### src/rtl/fft_pkg.sv
// Shared widths and the per-stage record for the FFT magnitude square-root pipeline.
package fft_pkg;

    localparam int FFT_W    = 16;
    localparam int MAG_SQ_W = 2*FFT_W + 1;
    localparam int ROOT_W   = FFT_W + 1;
    localparam int REM_W    = FFT_W + 2;
    localparam int SQRT_LAT = FFT_W + 1;
    localparam int RAD_W    = 2*ROOT_W;

    typedef struct packed {
        logic              valid;
        logic [RAD_W-1:0]  radicand;
        logic [ROOT_W-1:0] q;
        logic [REM_W-1:0]  r;
    } sqrt_stage_t;

endpackage

### src/rtl/fft_sqrt_stage.sv
// One registered restoring square-root iteration: consumes radicand bit-pair K (MSB pair first).
module fft_sqrt_stage
    import fft_pkg::*;
#(
    parameter int W = FFT_W,
    parameter int K = 0
) (
    input  logic        clk,
    input  logic        reset,
    input  sqrt_stage_t stage_in,
    output sqrt_stage_t stage_out
);

    localparam int PAIR_LSB = 2*(W - K);

    logic [1:0]       pair;
    logic [REM_W+1:0] r_shift;
    logic [REM_W+1:0] trial;
    logic             fits;
    sqrt_stage_t      stage_d;

    always_comb begin
        pair    = stage_in.radicand[PAIR_LSB +: 2];
        r_shift = {stage_in.r, pair};
        trial   = {{(REM_W-ROOT_W){1'b0}}, stage_in.q, 2'b01};
        fits    = (r_shift >= trial);
        stage_d = stage_in;
        stage_d.q = (stage_in.q << 1) | ROOT_W'(fits);
        // The restored remainder never exceeds 2q, so it always fits back into REM_W bits.
        if (fits) begin
            stage_d.r = REM_W'(r_shift - trial);
        end else begin
            stage_d.r = REM_W'(r_shift);
        end
    end

    always_ff @(posedge clk or negedge reset) begin
        if (!reset) begin
            stage_out <= '0;
        end else begin
            stage_out <= stage_d;
        end
    end

endmodule

### src/rtl/fft_mag_sqrt.sv
// Fully pipelined integer square root of the magnitude-squared stream: root = floor(sqrt(mag_sq)), rem = mag_sq - root^2.
module fft_mag_sqrt
    import fft_pkg::*;
#(
    parameter int W = FFT_W
) (
    input  logic         clk,
    input  logic         reset,
    input  logic         mag_valid,
    input  logic [2*W:0] mag_sq,
    output logic [W:0]   root,
    output logic [W+1:0] rem,
    output logic         root_valid
);

    sqrt_stage_t seed_p0;
    sqrt_stage_t stage_p [0:SQRT_LAT-1];
    logic        radicand_unused;

    // Input capture: zero-extended radicand, iteration seeded with q=0, r=0.
    always_ff @(posedge clk or negedge reset) begin
        if (!reset) begin
            seed_p0 <= '0;
        end else begin
            seed_p0 <= '{valid: mag_valid, radicand: RAD_W'(mag_sq), q: '0, r: '0};
        end
    end

    for (genvar k = 0; k < SQRT_LAT; k++) begin : g_stage
        if (k == 0) begin : g_first
            fft_sqrt_stage #(.W(W), .K(k)) u_stage (
                .clk       (clk),
                .reset     (reset),
                .stage_in  (seed_p0),
                .stage_out (stage_p[k])
            );
        end else begin : g_next
            fft_sqrt_stage #(.W(W), .K(k)) u_stage (
                .clk       (clk),
                .reset     (reset),
                .stage_in  (stage_p[k-1]),
                .stage_out (stage_p[k])
            );
        end
    end

    assign root            = stage_p[SQRT_LAT-1].q;
    assign rem             = stage_p[SQRT_LAT-1].r;
    assign root_valid      = stage_p[SQRT_LAT-1].valid;
    assign radicand_unused = ^stage_p[SQRT_LAT-1].radicand;

endmodule

### config.mk
export PLATFORM = sky130hd
export DESIGN_NAME = fft_mag_sqrt
export DESIGN_NICKNAME = d
export VERILOG_FILES = /design/src/rtl/fft_pkg.sv /design/src/rtl/fft_sqrt_stage.sv /design/src/rtl/fft_mag_sqrt.sv
export SDC_FILE = /design/constraint.sdc
export NUM_CORES = 1
export LEC_CHECK = 0
export BUFFER_PORTS_ARGS = -buffer_cell sky130_fd_sc_hd__buf_2
export CORE_ASPECT_RATIO = 0.9
export CORE_MARGIN = 1.5
export CORE_UTILIZATION = 51
export DETAILED_ROUTE_END_ITERATION = 16
export PLACE_DENSITY = 0.75
export SETUP_SLACK_MARGIN = 0.3
export SLEW_MARGIN = 10
export SYNTH_ARGS = -nofsm -noshare
export SYNTH_HDL_FRONTEND = slang
export SYNTH_SLANG_ARGS = --single-unit
### constraint.sdc
create_clock -name clk -period 2.79 [get_ports clk]
set_input_delay 0.4185 -clock clk [delete_from_list [all_inputs] [get_ports clk]]
set_output_delay 0.4185 -clock clk [all_outputs]
set_load 0.005 [all_outputs]
* After elaboration in Yosys (flattened, before gate mapping)
Index checks and enable logic that the tools add are counted.
** Storage, ports and cells
- Input bits :: 36
- Flip-flop bits (word level) :: 887
- Output and inout bits :: 36
- Logic and storage cells :: 136
** Cells by class
- Bitwise logic cells :: 16
- Mux-type cells :: 17
- Order comparisons :: 17
- Add/subtract/negate cells :: 17
** Operators with widths (count)
- two-way mux 18 bit :: 17
- >= comparator 20 x 19 -> 1 bit :: 14
- subtractor 18 bit :: 14
- bitwise OR 17 x 1 -> 17 bit :: 14
- >= comparator 20 x 3 -> 1 bit :: 1
- >= comparator 20 x 4 -> 1 bit :: 1
- subtractor 18 x 3 -> 18 bit :: 1
- subtractor 18 x 4 -> 18 bit :: 1
- bitwise OR 3 x 1 -> 3 bit :: 1
- bitwise OR 2 x 1 -> 2 bit :: 1
- subtractor 1 x 1 -> 2 bit (second input constant) :: 1
- >= comparator 1 bit (second input constant) :: 1

* Logic depth before layout (Yosys ltp)
Gate-level depths: netlist of the first run.
- Depth in word-level cells :: 2
- Depth in mapped cells :: 11
- Mapped depth without buffers :: 10

* Modules after synthesis
Synthesis of the first run repeated with hierarchy kept, for this count alone.
** Second synthesis, totals
- Cell total of the unflattened synthesis :: 4163
- Area total of the unflattened synthesis :: 51821.0 µm²
** Modules (own cells, without submodules)
- fft_sqrt_stage (g_stage[0].g_first.u_stage ...) :: area an instance 2992.9 µm², times used 16, sequential area each 1751.7 µm², cells each 242
- fft_sqrt_stage (g_stage[16].g_next.u_stage) :: area an instance 3080.5 µm², times used 1, sequential area each 1751.7 µm², cells each 256
- fft_mag_sqrt :: area an instance 854.6 µm², times used 1, sequential area each 850.8 µm², cells each 35

* Worst setup path after synthesis of the first run
Ideal clock, no wire load.
- Path type :: register to register
- Start :: reg g_stage[1].g_next.u_stage.stage_out[0] (netlist name)
- End :: reg g_stage[2].g_next.u_stage.stage_out[11] (netlist name)
- Arrival :: 2.570 ns
- Required time :: 2.663 ns
- Path buffers :: 2
- Path slack :: 0.093 ns
- Library setup time :: 0.127 ns
- Period minus slack after synthesis :: 2.697 ns
- Stages on the path, launching flop included :: 11
- Path through :: dfrtp_1 ha_1 nor2b_1 o21ai_0 or4b_2 buf_2 and3b_1 buf_4 nor4_2 nor3b_1 or2_2
** RTL lines
- start, declared :: RTL line fft_sqrt_stage.sv:11 : output sqrt_stage_t stage_out
- start signal, assigned :: RTL line fft_sqrt_stage.sv:41 : stage_out <= stage_d;
- end signal, assigned :: RTL line fft_sqrt_stage.sv:41
- end, declared :: RTL line fft_sqrt_stage.sv:11

==> metrics.txt, run 1 <==
Final nets 3014; Max Fclk 0.3833 GHz; fraction of layout cells with a size suffix above 1 0.1939; fin util 0.6274; DR WL/cell 17.40 um; Critical Path RT 3.34 ns; GR Overflow Total 0; initial antenna violation count 1; Area Growth Syn to Fin 21.03%; Crit path arrival time 3.16 ns; beginning of the worst hold path g_stage[7].g_next.u_stage.stage_out[37]; Port Buffer Count 71; CP Class reg -> reg; Power Density 909.2 nW/um^2; CP max FO 7; Die Y 234.6 um; dominant cells by area after synthesis dfrtp_1 (62%), ha_1 (6.9%), xor2_1 (3.0%); final hold vios 0; RSZ-0062 raised after global routing true; Critical Path Source Type flip-flop; die area 61090 um^2; Vias 19.68k; vias per cell 5.401; Worst-Margin Slew 0.9732 ns; EDFF count, synth 0; status complete, no violations; die span in x 260.4 um; Synthesis Warnings 0; synth unique cells 79; CTS Root Cell clkbuf_16; Synth Register Bits 752; Final Cycle Share 0.9350; Post-synth ARST share 1.000; antenna viol nets, final 0; Total Routing Usage GR 0.2078; CTS tree built; Worst-Skew Late Latency 0.63 ns; first-pass GRT wire length 102.5 mm; DRT Pass-1 Iters 5; Avg Cell Area, Syn 12.03 um^2; FF-to-FF Start g_stage[11].g_next.u_stage.stage_out[5]; fin. max-slew vios 0; clk_skew 0.02526 ns; dominant synthesized flop cell dfrtp_1; cell taking the most area after synthesis dfrtp_1; clock sink count 752; register area share after synthesis 0.6190; vias in the first global route 20.02k; Mapped Nets 2732; H-tree depth 3; Max-slew headroom 0.3452; Num CTS Buffers 74; critical path endpoint category flip-flop; Leakage Power 17.24 nW; Ports 72; max cap viols 0; Post-Route WL 63.41 mm; final setup margin 0.1814 ns; Cells after DPL 3406; CP startpoint g_stage[11].g_next.u_stage.stage_out[5]; Min-Delay Path Class reg -> reg; Gate Count Post-Synth 2528; Initial Util 0.5184; pre-CTS WS 0.08578 ns; DRC 0; Non-Filler Instances 3644; VDD IR max 0.0006065 V; Clk pin slew, worst setup/hold paths 0.06 ns; Clock Path Buffers 3; commonest cells after routing, fill and taps aside dfrtp_1 (749), inv_1 (196), nor2_1 (155), a21oi_1 (142), ha_1 (142); Yosys top cell area share 0.6190; DP Wirelength 42.82 mm; Mapped Area 30400 um^2; setup TNS 0 ns; Core Region 58650 um^2; final setup fails 0; Rows 84; RePlAce Congestion 0.9428; largest net degree at the start of global routing 95; 1st-iter DRT viols 1525; commonest non-fill, non-tap cell in the layout dfrtp_1; Period minus WS final 2.609 ns
==> worst paths after layout <==
kind,cells past startpoint,slack [ns],end
setup reg to reg,10,0.18,g_stage[12].g_next.u_stage.stage_out[0]
setup / recovery,10,0.18,g_stage[12].g_next.u_stage.stage_out[0]
max in group asynchronous,4,1.47,g_stage[12].g_next.u_stage.stage_out[27]
min in group asynchronous,2,0.35,g_stage[8].g_next.u_stage.stage_out[11]
hold / removal,0,0.34,g_stage[8].g_next.u_stage.stage_out[37]
hold reg to reg,0,0.34,g_stage[8].g_next.u_stage.stage_out[37]
==> flip-flops by register name, summed over array words and instances (netlist names) <==
register	cells
g_stage.g_next.u_stage.stage_out	684
g_stage.g_first.u_stage.stage_out	34
seed_p0	34
==> power breakdown <==
part | internal (mW) | switching [mW]
Sequential | 12.9 | 1.45
Clock | 5.59 | 4.26
Combinational | 4.33 | 4.95
==> what timing repair did <==
action / CTS / global route
setup buffers: 20 / 39
hold buffers: 35 / 0
endpoints found under the setup margin: 126 / 164
gates cloned: 2 / 6
gates resized for setup: 51 / 205
endpoints found under the hold margin: 79 / 0
pin swaps: 9 / 57
==> final cells by class <==
class                   instances  area (um^2)
diodes                          2        5.005
clock buffers                 103         2082
clock inverters                31        346.6
fillers                      4376        21850
inverters                     205        780.7
multi-input cells            1531        11670
flip-flops and latches        752        18820
well taps                     774        968.4
repair buffers                246         2117
==> cell families (layout without fill, tap and decap cells) <==
kind of cell,count (synthesis),count (layout),synth area share
muxes,45,45,0.01667
xor gates and xnor gates,203,203,0.05873
AOI/OAI and AO/OA,507,507,0.1049
buffers and inverters,245,585,0.03115
other,0,2,0
adders and majority gates,168,168,0.06914
DFF,752,752,0.6190
and+or+nand+nor,608,608,0.1004
==> synthesized netlist by cell type (all sizes together), types with 12 or more instances <==
cell type,n
a211oi,24
a21o,47
a21oi,158
and3,12
clkbuf,29
dfrtp,752
ha,168
inv,205
mux2,36
nand2,126
nand2b,39
nand3,35
nand4,23
nor2,175
nor2b,23
nor3,76
nor4,25
o211ai,17
o21a,28
o21ai,129
o31ai,17
or2,12
or3,33
xnor2,98
xor2,105
==> critical path, stage by stage, from the launching register on <==
cell	delay [ns]
dfrtp_1	0.42
ha_4	0.27
nand4_1	0.12
buf_4	0.14
a211oi_4	0.05
o31a_1	0.33
o31a_1	0.39
nor3b_4	0.31
buf_6	0.19
clkbuf_16	0.19
xnor2_4	0.12
==> through the flow <==
step	total power [mW]	hold slack (ns)	instance area [um^2]
2_1_floorplan	19.79	0.1229	30450
3_3_place_gp	22.04	0.3320	32310
3_5_place_dp	22.31	0.3347	32310
4_1_cts	32.70	0.3393	35570
5_1_grt	35.28	0.3483	36790
6_report	33.45	0.3377	36800
==> layer usage <==
metal | up-vias | GRT usage | routed length (um)
met5 | - | 0 | 0
met4 | 0 | 0.06253 | 1566
met3 | 125 | 0.03204 | 2934
met2 | 470 | 0.3252 | 30000
met1 | 9843 | 0.3011 | 28910
li1 | 9245 | - | -
No activity file was read; power rests on OpenSTA's default activity.
==> run 2: changes to the inputs <==
--- a/config.mk
+++ b/config.mk
@@ -11,6 +11,7 @@
 export CORE_UTILIZATION = 51
 export DETAILED_ROUTE_END_ITERATION = 16
 export PLACE_DENSITY = 0.75
+export REMOVE_ABC_BUFFERS = 1
 export SETUP_SLACK_MARGIN = 0.3
 export SLEW_MARGIN = 10
 export SYNTH_ARGS = -nofsm -noshare
==> run 2 against run 1 <==
Against the previous run: global-route usage up 0.097 points; cell count down 0.16%; die area unchanged; worst hold slack worse by 0.0017 ns.
==> metrics.txt, run 2 (synthesized netlist as in run 1, its figures left out) <==
Num CTS Buffers 76; Non-Filler Instances 3638; GR Overflow Total 0; Core Region 58650 um^2; met1 Use GR 0.2872; worst-path cell chain or3_4, or3_4, or4_4, a31oi_4, and3_4, buf_8, nor3_4, xor2_1; fraction of layout cells with a size suffix above 1 0.1934; largest register by flop count g_stage.g_next.u_stage.stage_out; Worst-Skew Late Latency 0.61 ns; Critical Path RT 3.30 ns; GR Layer Usage met3 0.03689; CP Class reg -> reg; FF/Latch Area 18820 um^2; DR WL/cell 17.65 um; commonest non-fill, non-tap cell in the layout dfrtp_1; RePlAce Congestion 0.9530; max FFs per register 684; Worst path most repeated cell or3_4; critical path endpoint category flip-flop; DRT Pass-1 Iters 5; Area Growth Syn to Fin 20.94%; fin. max-slew vios 0; 1st-iter DRT viols 1289; CP max FO 5; antenna viol nets, final 0; vias in the first global route 20.21k; vias per cell 5.470; CTS Root Cell clkbuf_16; CTS tree built; FF-to-FF Start g_stage[4].g_next.u_stage.stage_out[12]; Slowest Stage Delay on Critical Path 0.44 ns; beginning of the worst hold path g_stage[8].g_next.u_stage.stage_out[35]; status complete, no violations; Max-slew headroom 0.5047; H-tree depth 3; Max Fclk 0.3837 GHz; Initial Util 0.5184; Total Routing Usage GR 0.2088; Post-Route WL 64.20 mm; Clock Path Buffers 3; first-pass GRT wire length 103.0 mm; Top Registers g_stage.g_next.u_stage.stage_out x684, g_stage.g_first.u_stage.stage_out x34, seed_p0 x34; Critical-path top delay cell or4_4; Period minus WS final 2.606 ns; Min-Delay Endpoint g_stage[9].g_next.u_stage.stage_out[35]; busiest grt layer met2; final setup fails 0; met2 Usage GRT 0.3400; initial antenna violation count 1; Critical Path Source Type flip-flop; Final Cycle Share 0.9342; die area 61090 um^2; Clk pin slew, worst setup/hold paths 0.06 ns; Die Y 234.6 um; DRC 0; reg2reg end g_stage[5].g_next.u_stage.stage_out[11]; Crit path arrival time 3.11 ns; Final nets 3010; die span in x 260.4 um; clock sink count 752; clk_skew 0.02449 ns; Port Buffer Count 71; largest net degree at the start of global routing 74; DP Wirelength 42.87 mm; fin util 0.6270; hold path cells 0; Worst R2R Path Depth 8; FILL cells 4314; Worst-Margin Slew 0.7430 ns; Leakage Power 17.16 nW; Cells after DPL 3395; commonest cells after routing, fill and taps aside dfrtp_1 (748), inv_1 (191), nor2_1 (163), a21oi_1 (144), ha_1 (128); Rows 84; multi-input logic area 11670 um^2; Ports 72; RSZ-0062 raised after global routing true; Vias 19.90k; Power Density 911.6 nW/um^2; max cap viols 0; Ant. Diodes 0; Min-Delay Path Class reg -> reg; Worst R2R Setup Slack 0.18 ns; final hold vios 0; VDD IR max 0.0007615 V
run 2: cell types whose count changed in the layout (fill, tap and decap cells not counted), sizes merged:
cell,change
inv,-1
clkinvlp,-2
diode,-2
buf,-6
clkbuf,+5
clkinv,-1
bufbuf,+1
run 2: critical path: cells and delay by family, from the launching register on:
kind                   cells  cell delay [ns]
AND/OR/NAND/NOR            5             1.51
flip-flops                 1             0.38
XOR/XNOR                   1             0.27
AO/OA/AOI/OAI              1             0.18
buffers and inverters      1             0.15
run 2: timing repair:
item | 4_1_cts | 5_1_grt
cloned | 7 | 2
hold buffers | 35 | 0
setup endpoints to repair | 112 | 171
endpoints found under the hold margin | 80 | 0
pin swaps | 19 | 48
setup buffers | 27 | 36
gates resized for setup | 74 | 175
run 2: worst max-delay path by stage:
stage | slack (ns) | end | start | cells after the start
floorplan | -0.79 | g_stage[12].g_next.u_stage.stage_out[15] | g_stage[11].g_next.u_stage.stage_out[1] | 8
global placement | 0.13 | g_stage[7].g_next.u_stage.stage_out[4] | g_stage[6].g_next.u_stage.stage_out[0] | 8
detailed placement | 0.03 | g_stage[5].g_next.u_stage.stage_out[15] | g_stage[4].g_next.u_stage.stage_out[12] | 8
CTS | 0.19 | g_stage[7].g_next.u_stage.stage_out[4] | g_stage[6].g_next.u_stage.stage_out[0] | 8
global route | 0.07 | g_stage[5].g_next.u_stage.stage_out[15] | g_stage[4].g_next.u_stage.stage_out[0] | 8
finish | 0.18 | g_stage[5].g_next.u_stage.stage_out[11] | g_stage[4].g_next.u_stage.stage_out[12] | 8
run 2: power breakdown:
part / internal, mW / total (mW) / switching (mW) / leakage (nW)
sequential: 12.9 / 14.3 / 1.45 / 8.48
combinational: 4.29 / 9.22 / 4.93 / 7.46
clock: 5.84 / 9.96 / 4.12 / 1.21
run 2: per-stage QoR:
stage	TNS (ns)	hold slack, ns	cell area (um^2)	power [mW]	worst slack [ns]
final	0	0.3360	36770	33.52	0.1836
after global routing	0	0.3404	36770	35.30	0.07312
after floorplan	-14.30	0.1229	30220	19.73	-0.7863
after CTS	0	0.3377	35740	32.87	0.1920
after detailed placement	0	0.3347	32170	22.24	0.02810
after global placement	0	0.3319	32170	21.91	0.1312
run 2: cell type report:
type | instances | share of cell area
multi-input cells | 1531 | 0.3173
clock inverters | 26 | 0.007214
repair inverters | 1 | 0.0002042
repair buffers | 239 | 0.05550
inverters | 205 | 0.02113
well taps | 774 | 0.02634
flip-flops and latches | 752 | 0.5119
clock buffers | 110 | 0.06040
run 2: layer usage:
layer,part of all wire,up-vias,routed length (um)
li1,-,9246,-
met1,0.44,9988,28120
met2,0.49,537,31380
met3,0.049,129,3121
met4,0.025,0,1577
met5,0,-,0
==> run 3: changes to the inputs <==
--- a/config.mk
+++ b/config.mk
@@ -5,6 +5,7 @@
 export SDC_FILE = /design/constraint.sdc
 export NUM_CORES = 1
 export LEC_CHECK = 0
+export ABC_AREA = 1
 export BUFFER_PORTS_ARGS = -buffer_cell sky130_fd_sc_hd__buf_2
 export CORE_ASPECT_RATIO = 0.9
 export CORE_MARGIN = 1.5
==> run 3 against run 2 <==
Against the previous run: register-to-register slack better by 0.32 ns; largest cell class unchanged; synthesized cell count up 48%; critical path depth is 3 higher; clock power up 5%; combinational power grew 17%; die area rose by 11%; critical path type unchanged; clock skew grew 0.011 ns; critical endpoint is now g_stage[6].g_next.u_stage.stage_out[4]; the flow now finishes with violations (design-rule violations); cell count up 33%; core utilization down 4.4 points; setup slack improved by 0.32 ns; sequential cell count unchanged.
==> metrics.txt, run 3 <==
status finished with violations; failing checks design-rule violations; Yosys top cell area share 0.5551; FILL cells 5624; Gate Count Post-Synth 3752; Crit path arrival time 2.80 ns; H-tree depth 3; DR WL/cell 15.12 um; commonest non-fill, non-tap cell in the layout nand2_1; fraction of layout cells with a size suffix above 1 0.08204; EDFF count, synth 0; DP Wirelength 54.21 mm; fin. max-slew vios 0; final hold vios 0; sw frac 0.3583; CP max FO 20; Clock Path Buffers 3; Final nets 4132; Max-slew headroom 0.5949; commonest cells after routing, fill and taps aside nand2_1 (1049), dfrtp_1 (752), inv_1 (532), nor2_1 (292), nand3_1 (228); vias in the first global route 23.73k; Ports 72; Power Density 934.3 nW/um^2; DRT Pass-1 Iters 11; internal power 22.95 mW; Post-synth ARST share 1.000; met1 Use GR 0.3180; final setup fails 0; Critical Path Source Type flip-flop; DRC 2; Worst-Margin Slew 0.6077 ns; Rows 89; Final Cycle Share 0.8209; busiest grt layer met2; Max Fclk 0.4366 GHz; Top Registers g_stage.g_next.u_stage.stage_out x684, g_stage.g_first.u_stage.stage_out x34, seed_p0 x34; Avg Cell Area, Syn 9.036 um^2; VDD IR max 0.0006922 V; dominant synthesized flop cell dfrtp_1; Total Routing Usage GR 0.2211; register area share after synthesis 0.5551; Power Total 35.77 mW; first-pass GRT wire length 120.0 mm; Ant. Diodes 0; top-count cell post-synth nand2_1; Core Region 65700 um^2; Synth Register Bits 752; fin util 0.5826; post-CTS setup buffers 0; Port Buffer Count 71; GR Layer Usage met3 0.03841; dominant cells by area after synthesis dfrtp_1 (56%), nand2_1 (12%), ha_1 (6.2%); max FFs per register 684; Critical Path RT 3.30 ns; CTS Root Cell clkbuf_16; clock sink count 752; clk_skew 0.03509 ns; Worst-Skew Late Latency 0.63 ns; die span in x 274.8 um; Min-Delay Path Class in -> async; Combinational Power Share 0.302; Mapped Area 33900 um^2; Clk network pwr share 0.294; RePlAce Congestion 0.9044; Synthesis Warnings 0; antenna viol nets, final 0; Initial Util 0.5160; critical path endpoint category flip-flop; synth unique cells 46; largest register by flop count g_stage.g_next.u_stage.stage_out; RSZ-0062 raised after global routing false; CTS tree built; 1st-iter DRT viols 1863; Num CTS Buffers 77; die area 68030 um^2; CP Class reg -> reg; most instantiated cells after synthesis nand2_1 (1049), dfrtp_1 (752), inv_1 (532); cell taking the most area after synthesis dfrtp_1; Leakage Power 19.79 nW; Clk pin slew, worst setup/hold paths 0.06 ns; GR Overflow Total 0; largest net degree at the start of global routing 116; Area Growth Syn to Fin 12.91%; P_sw 12.81 mW; Die Y 247.6 um; vias per cell 5.067; Seq pwr share 0.404; max cap viols 0; Post-Route WL 73.31 mm; met2 Usage GRT 0.3439; setup TNS 0 ns; initial antenna violation count 0; Vias 24.58k; Period minus WS final 2.290 ns
run 3: cell types whose count changed after synthesis, moves of 34 or more:
cell,delta
a21o_1,-43
inv_1,+328
nand2_1,+923
nand2b_1,-38
nand3_1,+193
nand3b_1,+38
nor2_1,+120
nor3_1,-44
o21ai_0,-34
o21ai_1,+40
xnor2_1,-47
xor2_1,-39
run 3: worst paths after layout:
path	startpoint	end	slack (ns)	depth (start not counted)
worst max-delay path	g_stage[5].g_next.u_stage.stage_out[19]	g_stage[6].g_next.u_stage.stage_out[4]	0.50	11
worst min register to register	g_stage[0].g_first.u_stage.stage_out[45]	g_stage[1].g_next.u_stage.stage_out[45]	0.34	0
worst max register to register	g_stage[5].g_next.u_stage.stage_out[19]	g_stage[6].g_next.u_stage.stage_out[4]	0.50	11
worst min-delay path	reset	g_stage[12].g_next.u_stage.stage_out[13]	0.29	2
min in group clk	g_stage[0].g_first.u_stage.stage_out[45]	g_stage[1].g_next.u_stage.stage_out[45]	0.34	0
max in group asynchronous	reset	g_stage[0].g_first.u_stage.stage_out[46]	1.55	3
run 3: final cells by class:
type,instances,area (um^2),share of cell area
Sequential cell,752,18820,0.4916
Multi-Input combinational cell,2423,12750,0.3331
Clock buffer,104,2160,0.05642
Inverter,548,2067,0.05400
Tap cell,864,1081,0.02824
Timing Repair Buffer,126,953.4,0.02491
Clock inverter,33,449.2,0.01173
run 3: power groups by stage:
| stage | Clock [mW] | Combinational [mW] | Sequential (mW) |
|---|---|---|---|
| 2_1_floorplan | 0 | 7.93 | 14.0 |
| 3_3_place_gp | 0 | 10.5 | 14.6 |
| 3_5_place_dp | 0 | 10.6 | 14.6 |
| 4_1_cts | 10.8 | 10.7 | 14.4 |
| 5_1_grt | 11.2 | 12.3 | 14.7 |
| 6_report | 10.5 | 10.8 | 14.5 |
run 3: kinds of logic after synthesis:
logic type / count (synthesis) / synth area share
simple gates: 1766 / 0.2228
fa+ha+maj: 168 / 0.06200
xor+xnor: 117 / 0.03045
buf+inv: 577 / 0.06883
flops: 752 / 0.5551
compound gates: 372 / 0.06086
run 3: layer usage:
layer  routed length, um  vias to the layer above
met4                1797                        0
met3                3864                      125
met5                   0                        -
li1                    -                    12183
met2               32840                      617
met1               34810                    11651
run 3: worst max-delay path: stages, from the launching register on:
cell	delay, ns
dfrtp_1	0.44
inv_1	0.07
ha_1	0.33
a21oi_1	0.19
o21ai_2	0.12
nand2_1	0.13
nand2_2	0.10
nor2_4	0.12
nand2_4	0.12
inv_2	0.30
nand2_1	0.08
o21ai_1	0.18
run 3: timing repair:
| action | 4_1_cts | 5_1_grt |
|---|---|---|
| setup endpoints to repair | 0 | 10 |
| resized for setup | 0 | 2 |
| hold buffers | 35 | 0 |
| hold endpoints to repair | 58 | 0 |
run 3: through the flow:
step	hold slack [ns]	worst slack (ns)	instances	instance area, um^2
final	0.2890	0.4998	4850	38280
after global placement	0.3313	0.4266	4678	35320
after global routing	0.3006	0.3436	4850	38280
after floorplan	0.1229	0.6949	3723	33630
after detailed placement	0.3347	0.4279	4678	35320
after CTS	0.2763	0.4275	4850	38280
